==> src/rtl/mmss_counter.sv <==
// -----------------------------------------------------------------------------
// mmss_counter
//
// Minutes:seconds BCD counter (00:00 .. 59:59) advanced by an internal 1 Hz
// prescaler derived from the system clock. The four BCD digits go straight to
// the display/scan logic.
//
// Parameters
//   CLK_FREQ   input clock frequency in Hz (>= 2); one tick per CLK_FREQ cycles
//
// Ports
//   clk        system clock, all logic on the rising edge
//   res        synchronous active-low reset
//   run        1 = prescaler advances, 0 = prescaler and digits hold
//   up_dn      1 = count up, 0 = count down (holds at 00:00)
//   load       one-cycle strobe, loads ld_* digits when all are in range
//   ld_min_t   minutes tens to load (0..5)
//   ld_min_u   minutes units to load (0..9)
//   ld_sec_t   seconds tens to load (0..5)
//   ld_sec_u   seconds units to load (0..9)
//   min_t, min_u, sec_t, sec_u   registered BCD digits
//   tick       registered one-cycle 1 Hz pulse
//   wrap       registered pulse in the cycle 00:00 first appears after 59:59
//   zero       level, all four digits are 0
//   ld_err     registered pulse when a load is rejected
// -----------------------------------------------------------------------------
module mmss_counter #(
  parameter int CLK_FREQ = 24000000
) (
  input  logic       clk,
  input  logic       res,
  input  logic       run,
  input  logic       up_dn,
  input  logic       load,
  input  logic [3:0] ld_min_t,
  input  logic [3:0] ld_min_u,
  input  logic [3:0] ld_sec_t,
  input  logic [3:0] ld_sec_u,
  output logic [3:0] min_t,
  output logic [3:0] min_u,
  output logic [3:0] sec_t,
  output logic [3:0] sec_u,
  output logic       tick,
  output logic       wrap,
  output logic       zero,
  output logic       ld_err
);

  // Prescaler width, never narrower than one bit.
  localparam int DIV_W = ($clog2(CLK_FREQ) < 1) ? 1 : $clog2(CLK_FREQ);
  localparam logic [DIV_W-1:0] DIV_LAST = DIV_W'(CLK_FREQ - 1);

  logic [DIV_W-1:0] r_div_cnt;
  logic             r_tick;
  logic             r_wrap;
  logic             r_ld_err;
  logic [3:0]       r_min_t;
  logic [3:0]       r_min_u;
  logic [3:0]       r_sec_t;
  logic [3:0]       r_sec_u;

  logic             w_ld_ok;
  logic             w_ld_take;
  logic             w_ld_bad;
  logic             w_at_max;
  logic             w_at_zero;
  logic [3:0]       w_nxt_min_t;
  logic [3:0]       w_nxt_min_u;
  logic [3:0]       w_nxt_sec_t;
  logic [3:0]       w_nxt_sec_u;

  // A load is only accepted when every digit is a legal BCD value for its
  // position; otherwise the whole load is dropped and flagged.
  assign w_ld_ok   = (ld_min_t <= 4'd5) && (ld_min_u <= 4'd9) &&
                     (ld_sec_t <= 4'd5) && (ld_sec_u <= 4'd9);
  assign w_ld_take = load & w_ld_ok;
  assign w_ld_bad  = load & ~w_ld_ok;

  assign w_at_max  = (r_min_t == 4'd5) && (r_min_u == 4'd9) &&
                     (r_sec_t == 4'd5) && (r_sec_u == 4'd9);
  assign w_at_zero = (r_min_t == 4'd0) && (r_min_u == 4'd0) &&
                     (r_sec_t == 4'd0) && (r_sec_u == 4'd0);

  // Next digit values for a one-second step in the current direction.
  always_comb begin
    w_nxt_min_t = r_min_t;
    w_nxt_min_u = r_min_u;
    w_nxt_sec_t = r_sec_t;
    w_nxt_sec_u = r_sec_u;
    if (up_dn) begin
      // Carry cascade; 59:59 naturally rolls over to 00:00.
      if (r_sec_u == 4'd9) begin
        w_nxt_sec_u = 4'd0;
        if (r_sec_t == 4'd5) begin
          w_nxt_sec_t = 4'd0;
          if (r_min_u == 4'd9) begin
            w_nxt_min_u = 4'd0;
            if (r_min_t == 4'd5) begin
              w_nxt_min_t = 4'd0;
            end else begin
              w_nxt_min_t = r_min_t + 4'd1;
            end
          end else begin
            w_nxt_min_u = r_min_u + 4'd1;
          end
        end else begin
          w_nxt_sec_t = r_sec_t + 4'd1;
        end
      end else begin
        w_nxt_sec_u = r_sec_u + 4'd1;
      end
    end else if (w_at_zero) begin
      // Countdown stops at 00:00 instead of wrapping to 59:59.
      w_nxt_min_t = 4'd0;
      w_nxt_min_u = 4'd0;
      w_nxt_sec_t = 4'd0;
      w_nxt_sec_u = 4'd0;
    end else begin
      // Borrow cascade; units reload to 9, tens reload to 5.
      if (r_sec_u == 4'd0) begin
        w_nxt_sec_u = 4'd9;
        if (r_sec_t == 4'd0) begin
          w_nxt_sec_t = 4'd5;
          if (r_min_u == 4'd0) begin
            w_nxt_min_u = 4'd9;
            if (r_min_t == 4'd0) begin
              w_nxt_min_t = 4'd5;
            end else begin
              w_nxt_min_t = r_min_t - 4'd1;
            end
          end else begin
            w_nxt_min_u = r_min_u - 4'd1;
          end
        end else begin
          w_nxt_sec_t = r_sec_t - 4'd1;
        end
      end else begin
        w_nxt_sec_u = r_sec_u - 4'd1;
      end
    end
  end

  // Prescaler: counts while running and emits a one-cycle tick on terminal
  // count. An accepted load restarts the second so a full period follows it.
  always_ff @(posedge clk) begin
    if (!res) begin
      r_div_cnt <= '0;
      r_tick    <= 1'b0;
    end else if (w_ld_take) begin
      r_div_cnt <= '0;
      r_tick    <= 1'b0;
    end else if (run) begin
      if (r_div_cnt == DIV_LAST) begin
        r_div_cnt <= '0;
        r_tick    <= 1'b1;
      end else begin
        r_div_cnt <= r_div_cnt + DIV_W'(1);
        r_tick    <= 1'b0;
      end
    end else begin
      r_div_cnt <= r_div_cnt;
      r_tick    <= 1'b0;
    end
  end

  // Digit registers: load beats the tick-driven step. The step keys off the
  // registered tick, so dropping run while tick is high still takes effect.
  always_ff @(posedge clk) begin
    if (!res) begin
      r_min_t <= 4'd0;
      r_min_u <= 4'd0;
      r_sec_t <= 4'd0;
      r_sec_u <= 4'd0;
    end else if (w_ld_take) begin
      r_min_t <= ld_min_t;
      r_min_u <= ld_min_u;
      r_sec_t <= ld_sec_t;
      r_sec_u <= ld_sec_u;
    end else if (r_tick) begin
      r_min_t <= w_nxt_min_t;
      r_min_u <= w_nxt_min_u;
      r_sec_t <= w_nxt_sec_t;
      r_sec_u <= w_nxt_sec_u;
    end else begin
      r_min_t <= r_min_t;
      r_min_u <= r_min_u;
      r_sec_t <= r_sec_t;
      r_sec_u <= r_sec_u;
    end
  end

  // Status pulses: wrap lines up with the cycle 00:00 is first shown,
  // ld_err with the cycle after the rejected load.
  always_ff @(posedge clk) begin
    if (!res) begin
      r_wrap   <= 1'b0;
      r_ld_err <= 1'b0;
    end else if (w_ld_take) begin
      r_wrap   <= 1'b0;
      r_ld_err <= 1'b0;
    end else begin
      r_wrap   <= r_tick & up_dn & w_at_max;
      r_ld_err <= w_ld_bad;
    end
  end

  assign min_t  = r_min_t;
  assign min_u  = r_min_u;
  assign sec_t  = r_sec_t;
  assign sec_u  = r_sec_u;
  assign tick   = r_tick;
  assign wrap   = r_wrap;
  assign ld_err = r_ld_err;
  assign zero   = w_at_zero;

endmodule

==> config.mk <==
export PLATFORM = sky130hd
export DESIGN_NAME = mmss_counter
export DESIGN_NICKNAME = d
export VERILOG_FILES = /design/src/rtl/mmss_counter.sv
export SDC_FILE = /design/constraint.sdc
export NUM_CORES = 1
export LEC_CHECK = 0
export BUFFER_PORTS_ARGS = -buffer_cell sky130_fd_sc_hd__buf_2
export CAP_MARGIN = 15
export CORE_MARGIN = 3
export CORE_UTILIZATION = 61
export CTS_CLUSTER_SIZE = 40
export DETAILED_ROUTE_END_ITERATION = 12
export PLACE_DENSITY_LB_ADDON = 0.25
export SLEW_MARGIN = 30
export SYNTH_ARGS = -nofsm -noshare
export SYNTH_HDL_FRONTEND = slang
export SYNTH_SLANG_ARGS = --single-unit
==> constraint.sdc <==
create_clock -name clk -period 3.6 [get_ports clk]
set_input_delay 0.18 -clock clk [delete_from_list [all_inputs] [get_ports clk]]
set_output_delay 0.18 -clock clk [all_outputs]
set_load 0.005 [all_outputs]
==> reports/results.txt, run 1 <==
buffers inserted by post-CTS timing repair -> 0
Sequential Power Share -> 52.3%
total half-perimeter wirelength after legalization and detailed placement -> 4300 um
switching part of the total -> 24.0%
worst slack after detailed placement -> 1370 ps
area delta synth->final -> 8.78%
Cell Area, Synth -> 2660 um^2
worst reg2reg setup slack -> 1470 ps
die extent in x -> 72.1 um
share of synthesized registers carrying an async set or reset -> 0%
diode insertion count for antenna repair -> 0
minimum setup slack in the final design -> 1470 ps
number of filler cells placed in the layout -> 332
post-route cell area -> 2900 um^2
count of cells along the worst hold path -> 3
average vias per placed instance -> 6.23
number of antenna violations at the first check in global routing -> 0
Final #Nets -> 374
via count -> 2,510
post-route clock skew -> 6.85 ps
buffer and inverter count on the worst path -> 0
number of cells produced by synthesis -> 331
sequential element share of the synthesized area -> 33.1%
row count -> 23
DIE AREA -> 5200 um^2
number of violations reported at the end of detailed-routing iteration 0 -> 245
clock period minus worst slack -> 2130 ps
Overflow after GRT -> 0
1st-pass router iterations -> 4
worst-margin pin slew -> 832 ps
DRC violation count after routing -> 0
Routed Wire Length -> 6070 um
starting density of the core -> 64.7%
clk slew on worst S/H paths -> 80 ps
clock network latency to the later pin of the worst-skew pair -> 310 ps
maximum number of pins on one net before global-route repair -> 30
wire length of the first global-routing pass -> 10,100 um
fraction of layout cells with a size suffix above 1 -> 16.7%
hold violation count in the final report -> 0
end point of the most critical hold path -> sec_t[2]
peak supply drop -> 0.258 mV
arrival time of the worst setup path -> 2310 ps
sinks on the clock net -> 44
level count of the clock H-tree -> 2
Overall Global Routing Usage -> 24.3%
static power due to leakage -> 1.12 nW
vias in the first global route -> 2,159
Clock Path Buffers -> 2
Max Fclk -> 469 MHz
number of I/O pins -> 41
net count after synthesis -> 353
result of the run -> finished, final reports clean
number of buffers added by the clock tree synthesis step -> 5
dominant delay contributor by cell family on the critical path -> simple AND/OR/NAND/NOR gates
combinational fraction of design power -> 8.9%
routed wire length per instance -> 15.1 um
Final setup viols -> 0
post-synth cell types -> 57
antenna-violating nets left -> 0
Seq cells post-synth -> 44
internal power -> 735 uW
total of warnings raised by yosys -> 0
delay of the slowest cell on the worst path -> 490 ps
height of the die -> 72.1 um
fin crit share -> 59.2%
number of flops mapped to enable cells by yosys -> 0
Port Buf Inserts -> 40
WS Path Type -> register to register
ordered list of cells on the worst path -> ha_1 -> nand3_1 -> nor4_4 -> nand4_2 -> nand3_2 -> nor2_1
most instantiated flip-flop cell in the synthesis netlist -> sky130_fd_sc_hd__dfxtp_1
data required time of the worst path -> 3770 ps
Reg-to-Reg End -> r_div_cnt[6]
crit path max fanout -> 25
start of the worst register-to-register path -> r_div_cnt[0]
Max Transition Viols Final -> 0
hold_buf cts -> 0
Sw Pwr -> 232 uW
worst r2r path cells -> 6
crit path launch type -> register
routability-driven placement congestion ratio -> 0.917
Max-Cap Viols -> 0
Root Buffer Master -> sky130_fd_sc_hd__clkbuf_8
HP Start -> ld_sec_t[2]
# resized after CTS -> 0
final setup TNS -> 0 ps
Power per Cell Area -> 334 nW/um^2
hold crit path type -> input pin to register
Placed Instance Area -> 2790 um^2
Avg Synthesized Cell Area -> 8.05 um^2
Slew headroom -> 44.5%
clock share of power -> 38.8%
CTS tree -> built
CP max-delay cell -> sky130_fd_sc_hd__nor4_4
kind of capture point of the worst setup path -> register
Core Area -> 4120 um^2
unrepaired setup endpoints after global routing -> no
-- worst reg2reg max path: cells and delay by family, from the launching register on --
kind          cells  cell delay [ps]
simple gates      5             1380
flops             1              390
fa+ha+maj         1              220
-- synthesized netlist by cell type (3+ instances only) --
cell type	instances	area (um^2)
sky130_fd_sc_hd__a31oi_1	10	62.6
sky130_fd_sc_hd__buf_2	13	65.1
sky130_fd_sc_hd__nor3_1	4	20.0
sky130_fd_sc_hd__nand4_1	12	75.1
sky130_fd_sc_hd__clkbuf_1	8	30.0
sky130_fd_sc_hd__nand3_1	18	90.1
sky130_fd_sc_hd__a22oi_1	3	22.5
sky130_fd_sc_hd__nand2b_1	3	18.8
sky130_fd_sc_hd__nor4_1	7	43.8
sky130_fd_sc_hd__xor2_1	15	131
sky130_fd_sc_hd__nand3_2	3	30.0
sky130_fd_sc_hd__buf_6	3	33.8
sky130_fd_sc_hd__mux2i_1	5	50.1
sky130_fd_sc_hd__and3_1	12	75.1
sky130_fd_sc_hd__nor2_1	36	135
sky130_fd_sc_hd__dfxtp_1	44	881
sky130_fd_sc_hd__nor4_4	3	63.8
sky130_fd_sc_hd__xnor2_1	13	114
sky130_fd_sc_hd__nand2_1	20	75.1
sky130_fd_sc_hd__a21oi_1	9	45.0
sky130_fd_sc_hd__o21ai_0	23	115
sky130_fd_sc_hd__inv_1	11	41.3
sky130_fd_sc_hd__nand3b_1	3	22.5
sky130_fd_sc_hd__or3_1	8	50.1
-- worst max path at each step --
stage | from | endpoint | slack (ps) | cells past startpoint
floorplan | r_div_cnt[0] | r_div_cnt[0] | 1890 | 7
global placement | ld_min_t[2] | r_div_cnt[5] | 1470 | 6
detailed placement | ld_min_u[3] | r_div_cnt[23] | 1370 | 6
CTS | r_div_cnt[0] | r_div_cnt[9] | 1470 | 6
global route | r_div_cnt[0] | r_div_cnt[0] | 1280 | 6
finish | r_div_cnt[0] | r_div_cnt[6] | 1470 | 6
-- power by group through the flow --
stage	logic (mW)	registers [mW]	clock network [mW]
after floorplan	0.0674	0.509	0
after global placement	0.0830	0.516	0
after detailed placement	0.0849	0.517	0
after CTS	0.0856	0.506	0.378
after global routing	0.0966	0.508	0.396
final	0.0862	0.506	0.375
-- area by class of cell --
type                    count  area [um^2]  area share, %
multi-input cells         250         1610           55.4
flip-flops and latches     44          881           30.4
repair buffers             40          200           6.91
clock buffers               6         72.6           2.50
well taps                  50         62.6           2.16
inverters                  11         41.3           1.42
clock inverters             2         35.0           1.21
-- sequential cells by signal, summed over array words and instances (netlist names) --
| register | flops |
|---|---|
| ld_err | 1 |
| min_t | 4 |
| min_u | 4 |
| r_div_cnt | 25 |
| sec_t | 4 |
| sec_u | 4 |
| tick | 1 |
| wrap | 1 |
-- through the flow --
stage / instances / util (%) / hold WS (ps) / power, mW
after floorplan: 331 / - / 313 / 0.576
after global placement: 395 / 67.8 / 438 / 0.599
after detailed placement: 395 / 67.8 / 441 / 0.602
after CTS: 403 / 70.4 / 122 / 0.969
after global routing: 403 / 70.4 / 128 / 1.00
final: 403 / 70.4 / 123 / 0.967
-- cell families after synthesis --
family	share of synthesized area (%)
and+or+nand+nor	32.6
AOI/OAI and AO/OA	16.2
DFF	33.1
buffers and inverters	6.67
xor gates and xnor gates	9.21
muxes	1.88
adders and majority gates	0.470
-- cell usage in the layout (no fill, tap or decap), types with 2 or more instances in the layout --
master	count
sky130_fd_sc_hd__a211oi_1	2
sky130_fd_sc_hd__a21o_1	2
sky130_fd_sc_hd__a21oi_1	9
sky130_fd_sc_hd__a22oi_1	3
sky130_fd_sc_hd__a31oi_1	10
sky130_fd_sc_hd__a41o_1	2
sky130_fd_sc_hd__and2_1	2
sky130_fd_sc_hd__and3_1	12
sky130_fd_sc_hd__and4_1	2
sky130_fd_sc_hd__buf_2	40
sky130_fd_sc_hd__clkbuf_8	5
sky130_fd_sc_hd__dfxtp_1	44
sky130_fd_sc_hd__inv_1	11
sky130_fd_sc_hd__mux2i_1	5
sky130_fd_sc_hd__nand2_1	20
sky130_fd_sc_hd__nand2b_1	3
sky130_fd_sc_hd__nand3_1	18
sky130_fd_sc_hd__nand3_2	3
sky130_fd_sc_hd__nand3b_1	3
sky130_fd_sc_hd__nand4_1	12
sky130_fd_sc_hd__nor2_1	36
sky130_fd_sc_hd__nor3_1	4
sky130_fd_sc_hd__nor3_2	2
sky130_fd_sc_hd__nor4_1	7
sky130_fd_sc_hd__nor4_4	3
sky130_fd_sc_hd__nor4b_1	2
sky130_fd_sc_hd__o21a_1	2
sky130_fd_sc_hd__o21ai_0	23
sky130_fd_sc_hd__o21ai_1	2
sky130_fd_sc_hd__o22ai_1	2
sky130_fd_sc_hd__or2_1	2
sky130_fd_sc_hd__or3_1	8
sky130_fd_sc_hd__xnor2_1	13
sky130_fd_sc_hd__xor2_1	15
-- metal layers --
metal	vias up	track usage, %	routed length, um	share of wire (%)
met1	1189	34.4	2890	48
met3	7	5.54	351	5.8
met2	75	37.8	2760	46
met5	-	0	0	0
li1	1239	-	-	-
met4	0	5.64	66	1.1
No activity file was read; power rests on OpenSTA's default activity.
==> inputs of run 2 (changes only) <==
--- a/config.mk
+++ b/config.mk
@@ -8,7 +8,7 @@
 export BUFFER_PORTS_ARGS = -buffer_cell sky130_fd_sc_hd__buf_2
 export CAP_MARGIN = 15
 export CORE_MARGIN = 3
-export CORE_UTILIZATION = 61
+export CORE_UTILIZATION = 57
 export CTS_CLUSTER_SIZE = 40
 export DETAILED_ROUTE_END_ITERATION = 12
 export PLACE_DENSITY_LB_ADDON = 0.25
==> constraint.sdc (replaced) <==
create_clock -name clk -period 2.19 [get_ports clk]
set_input_delay 0.1095 -clock clk [delete_from_list [all_inputs] [get_ports clk]]
set_output_delay 0.1095 -clock clk [all_outputs]
set_load 0.005 [all_outputs]
==> reports/results.txt, run 2 (synthesis gave the netlist of run 1 again) <==
Largest register FFs -> 25 (unchanged)
Overflow after GRT -> 0 (unchanged)
WS Path Type -> register to register (unchanged)
worst-margin pin slew -> 543 ps (was 832 ps)
CTS tree -> built (unchanged)
fin crit share -> 87.7% (was 59.2%)
Placed Instance Area -> 2850 um^2 (was 2790 um^2)
height of the die -> 74.4 um (was 72.1 um)
post-route clock skew -> 4.26 ps (was 6.85 ps)
Routed Wire Length -> 6130 um (was 6070 um)
row count -> 24 (was 23)
final setup TNS -> 0 ps (unchanged)
starting density of the core -> 59.9% (was 64.7%)
Final setup viols -> 0 (unchanged)
unrepaired setup endpoints after global routing -> no (unchanged)
total half-perimeter wirelength after legalization and detailed placement -> 4190 um (was 4300 um)
crit path launch type -> register (unchanged)
via count -> 2,553 (was 2,510)
Max Fclk -> 521 MHz (was 469 MHz)
maximum number of pins on one net before global-route repair -> 27 (was 30)
most common library cell in the layout ignoring fill and taps -> sky130_fd_sc_hd__dfxtp_1 (unchanged)
diode insertion count for antenna repair -> 0 (unchanged)
top layer reached by signal wires -> met4 (unchanged)
kind of capture point of the worst setup path -> register (unchanged)
hold crit path type -> input pin to register (unchanged)
fraction of layout cells with a size suffix above 1 -> 18.6% (was 16.7%)
routability-driven placement congestion ratio -> 0.852 (was 0.917)
wire length of the first global-routing pass -> 10,200 um (was 10,100 um)
vias in the first global route -> 2,192 (was 2,159)
level count of the clock H-tree -> 2 (unchanged)
average vias per placed instance -> 6.20 (was 6.23)
routed wire length per instance -> 14.9 um (was 15.1 um)
number of antenna violations at the first check in global routing -> 0 (unchanged)
area delta synth->final -> 11.9% (was 8.78%)
hold violation count in the final report -> 0 (unchanged)
die extent in x -> 74.4 um (was 72.1 um)
Power per Cell Area -> 569 nW/um^2 (was 334 nW/um^2)
post-route cell area -> 2980 um^2 (was 2900 um^2)
clock period minus worst slack -> 1920 ps (was 2130 ps)
Max Transition Viols Final -> 0 (unchanged)
result of the run -> finished, final reports clean (unchanged)
Root Buffer Master -> sky130_fd_sc_hd__clkbuf_8 (unchanged)
most frequent cells in the layout -> sky130_fd_sc_hd__dfxtp_1 (44), sky130_fd_sc_hd__buf_2 (40), sky130_fd_sc_hd__nor2_1 (36) (unchanged)
number of filler cells placed in the layout -> 379 (was 332)
Final #Nets -> 382 (was 374)
arrival time of the worst setup path -> 2140 ps (was 2310 ps)
Max-Cap Viols -> 0 (unchanged)
sinks on the clock net -> 44 (unchanged)
sequential cell area -> 881 um^2 (unchanged)
number of buffers added by the clock tree synthesis step -> 5 (unchanged)
area occupied by multi-input gates -> 1610 um^2 (unchanged)
Slew headroom -> 63.6% (was 44.5%)
peak supply drop -> 0.522 mV (was 0.258 mV)
# resized after CTS -> 0 (unchanged)
Clock Path Buffers -> 2 (unchanged)
buffers inserted by post-CTS timing repair -> 0 (unchanged)
register with the most flip-flops -> r_div_cnt (unchanged)
metal3 WL -> 482 um (was 351 um)
Core Area -> 4440 um^2 (was 4120 um^2)
data required time of the worst path -> 2410 ps (was 3770 ps)
Port Buf Inserts -> 40 (unchanged)
DIE AREA -> 5530 um^2 (was 5200 um^2)
static power due to leakage -> 1.17 nW (was 1.12 nW)
1st-pass router iterations -> 5 (was 4)
Overall Global Routing Usage -> 23.4% (was 24.3%)
number of violations reported at the end of detailed-routing iteration 0 -> 297 (was 245)
clock network latency to the later pin of the worst-skew pair -> 290 ps (was 310 ps)
M1 WL -> 2850 um (was 2890 um)
crit path max fanout -> 14 (was 25)
number of I/O pins -> 41 (unchanged)
antenna-violating nets left -> 0 (unchanged)
sum of met2 wire segment lengths after detailed routing -> 2700 um (was 2760 um)
clk slew on worst S/H paths -> 80 ps (about the same)
DRC violation count after routing -> 0 (unchanged)
hold_buf cts -> 0 (unchanged)
[run 2: cell types whose count changed in the layout (fill, tap and decap cells not counted)]
cell	change
sky130_fd_sc_hd__buf_4	+8
sky130_fd_sc_hd__bufinv_16	+1
sky130_fd_sc_hd__clkbuf_1	-1
sky130_fd_sc_hd__clkinv_2	-1
[run 2: power breakdown]
group	switching [mW]	total, mW	internal, mW
sequential	0.0196	0.829	0.810
clock	0.271	0.720	0.449
combinational	0.0840	0.146	0.0617
total	0.375	1.70	1.32
[run 2: layout make-up]
class / count / area share, %
sequential: 44 / 29.5
inverter: 11 / 1.38
tap: 52 / 2.18
clock inverter: 2 / 2.01
timing repair buffer: 48 / 8.73
clock buffer: 5 / 2.31
multi-input combinational: 250 / 53.8
[run 2: path summary, 6_finish.rpt]
| kind | startpoint | end | slack [ps] | depth (start not counted) |
|---|---|---|---|---|
| setup / recovery | sec_t[0] | min_t[0] | 270 | 5 |
| setup reg to reg | sec_t[0] | min_t[0] | 270 | 5 |
| hold reg to reg | r_div_cnt[19] | r_div_cnt[19] | 520 | 2 |
| hold / removal | load | ld_err | 50 | 2 |
[run 2: worst max-delay path, cell delays in order (launching register included)]
cell	delay (ps)
sky130_fd_sc_hd__dfxtp_1	660
sky130_fd_sc_hd__and4_1	300
sky130_fd_sc_hd__nand4_1	190
sky130_fd_sc_hd__and2_4	240
sky130_fd_sc_hd__or3_1	300
sky130_fd_sc_hd__a31oi_1	160
[run 2: metal layers]
| metal | vias up | GRT usage (%) |
|---|---|---|
| li1 | 1252 | - |
| met1 | 1176 | 34.8 |
| met2 | 109 | 35.1 |
| met3 | 16 | 4.05 |
| met4 | 0 | 5.34 |
| met5 | - | 0 |
[run 2: stage by stage]
step           power [mW]  instances  util (%)  hold slack (ps)  setup slack [ps]
4_1_cts              1.71        412      67.1             43.7               295
6_report             1.70        412      67.1             50.5               269
3_5_place_dp        0.991        405      64.2              354               336
5_1_grt              1.77        412      67.1             44.1               177
3_3_place_gp        0.989        405      64.2              354               324
2_1_floorplan       0.947        331         -              242               484
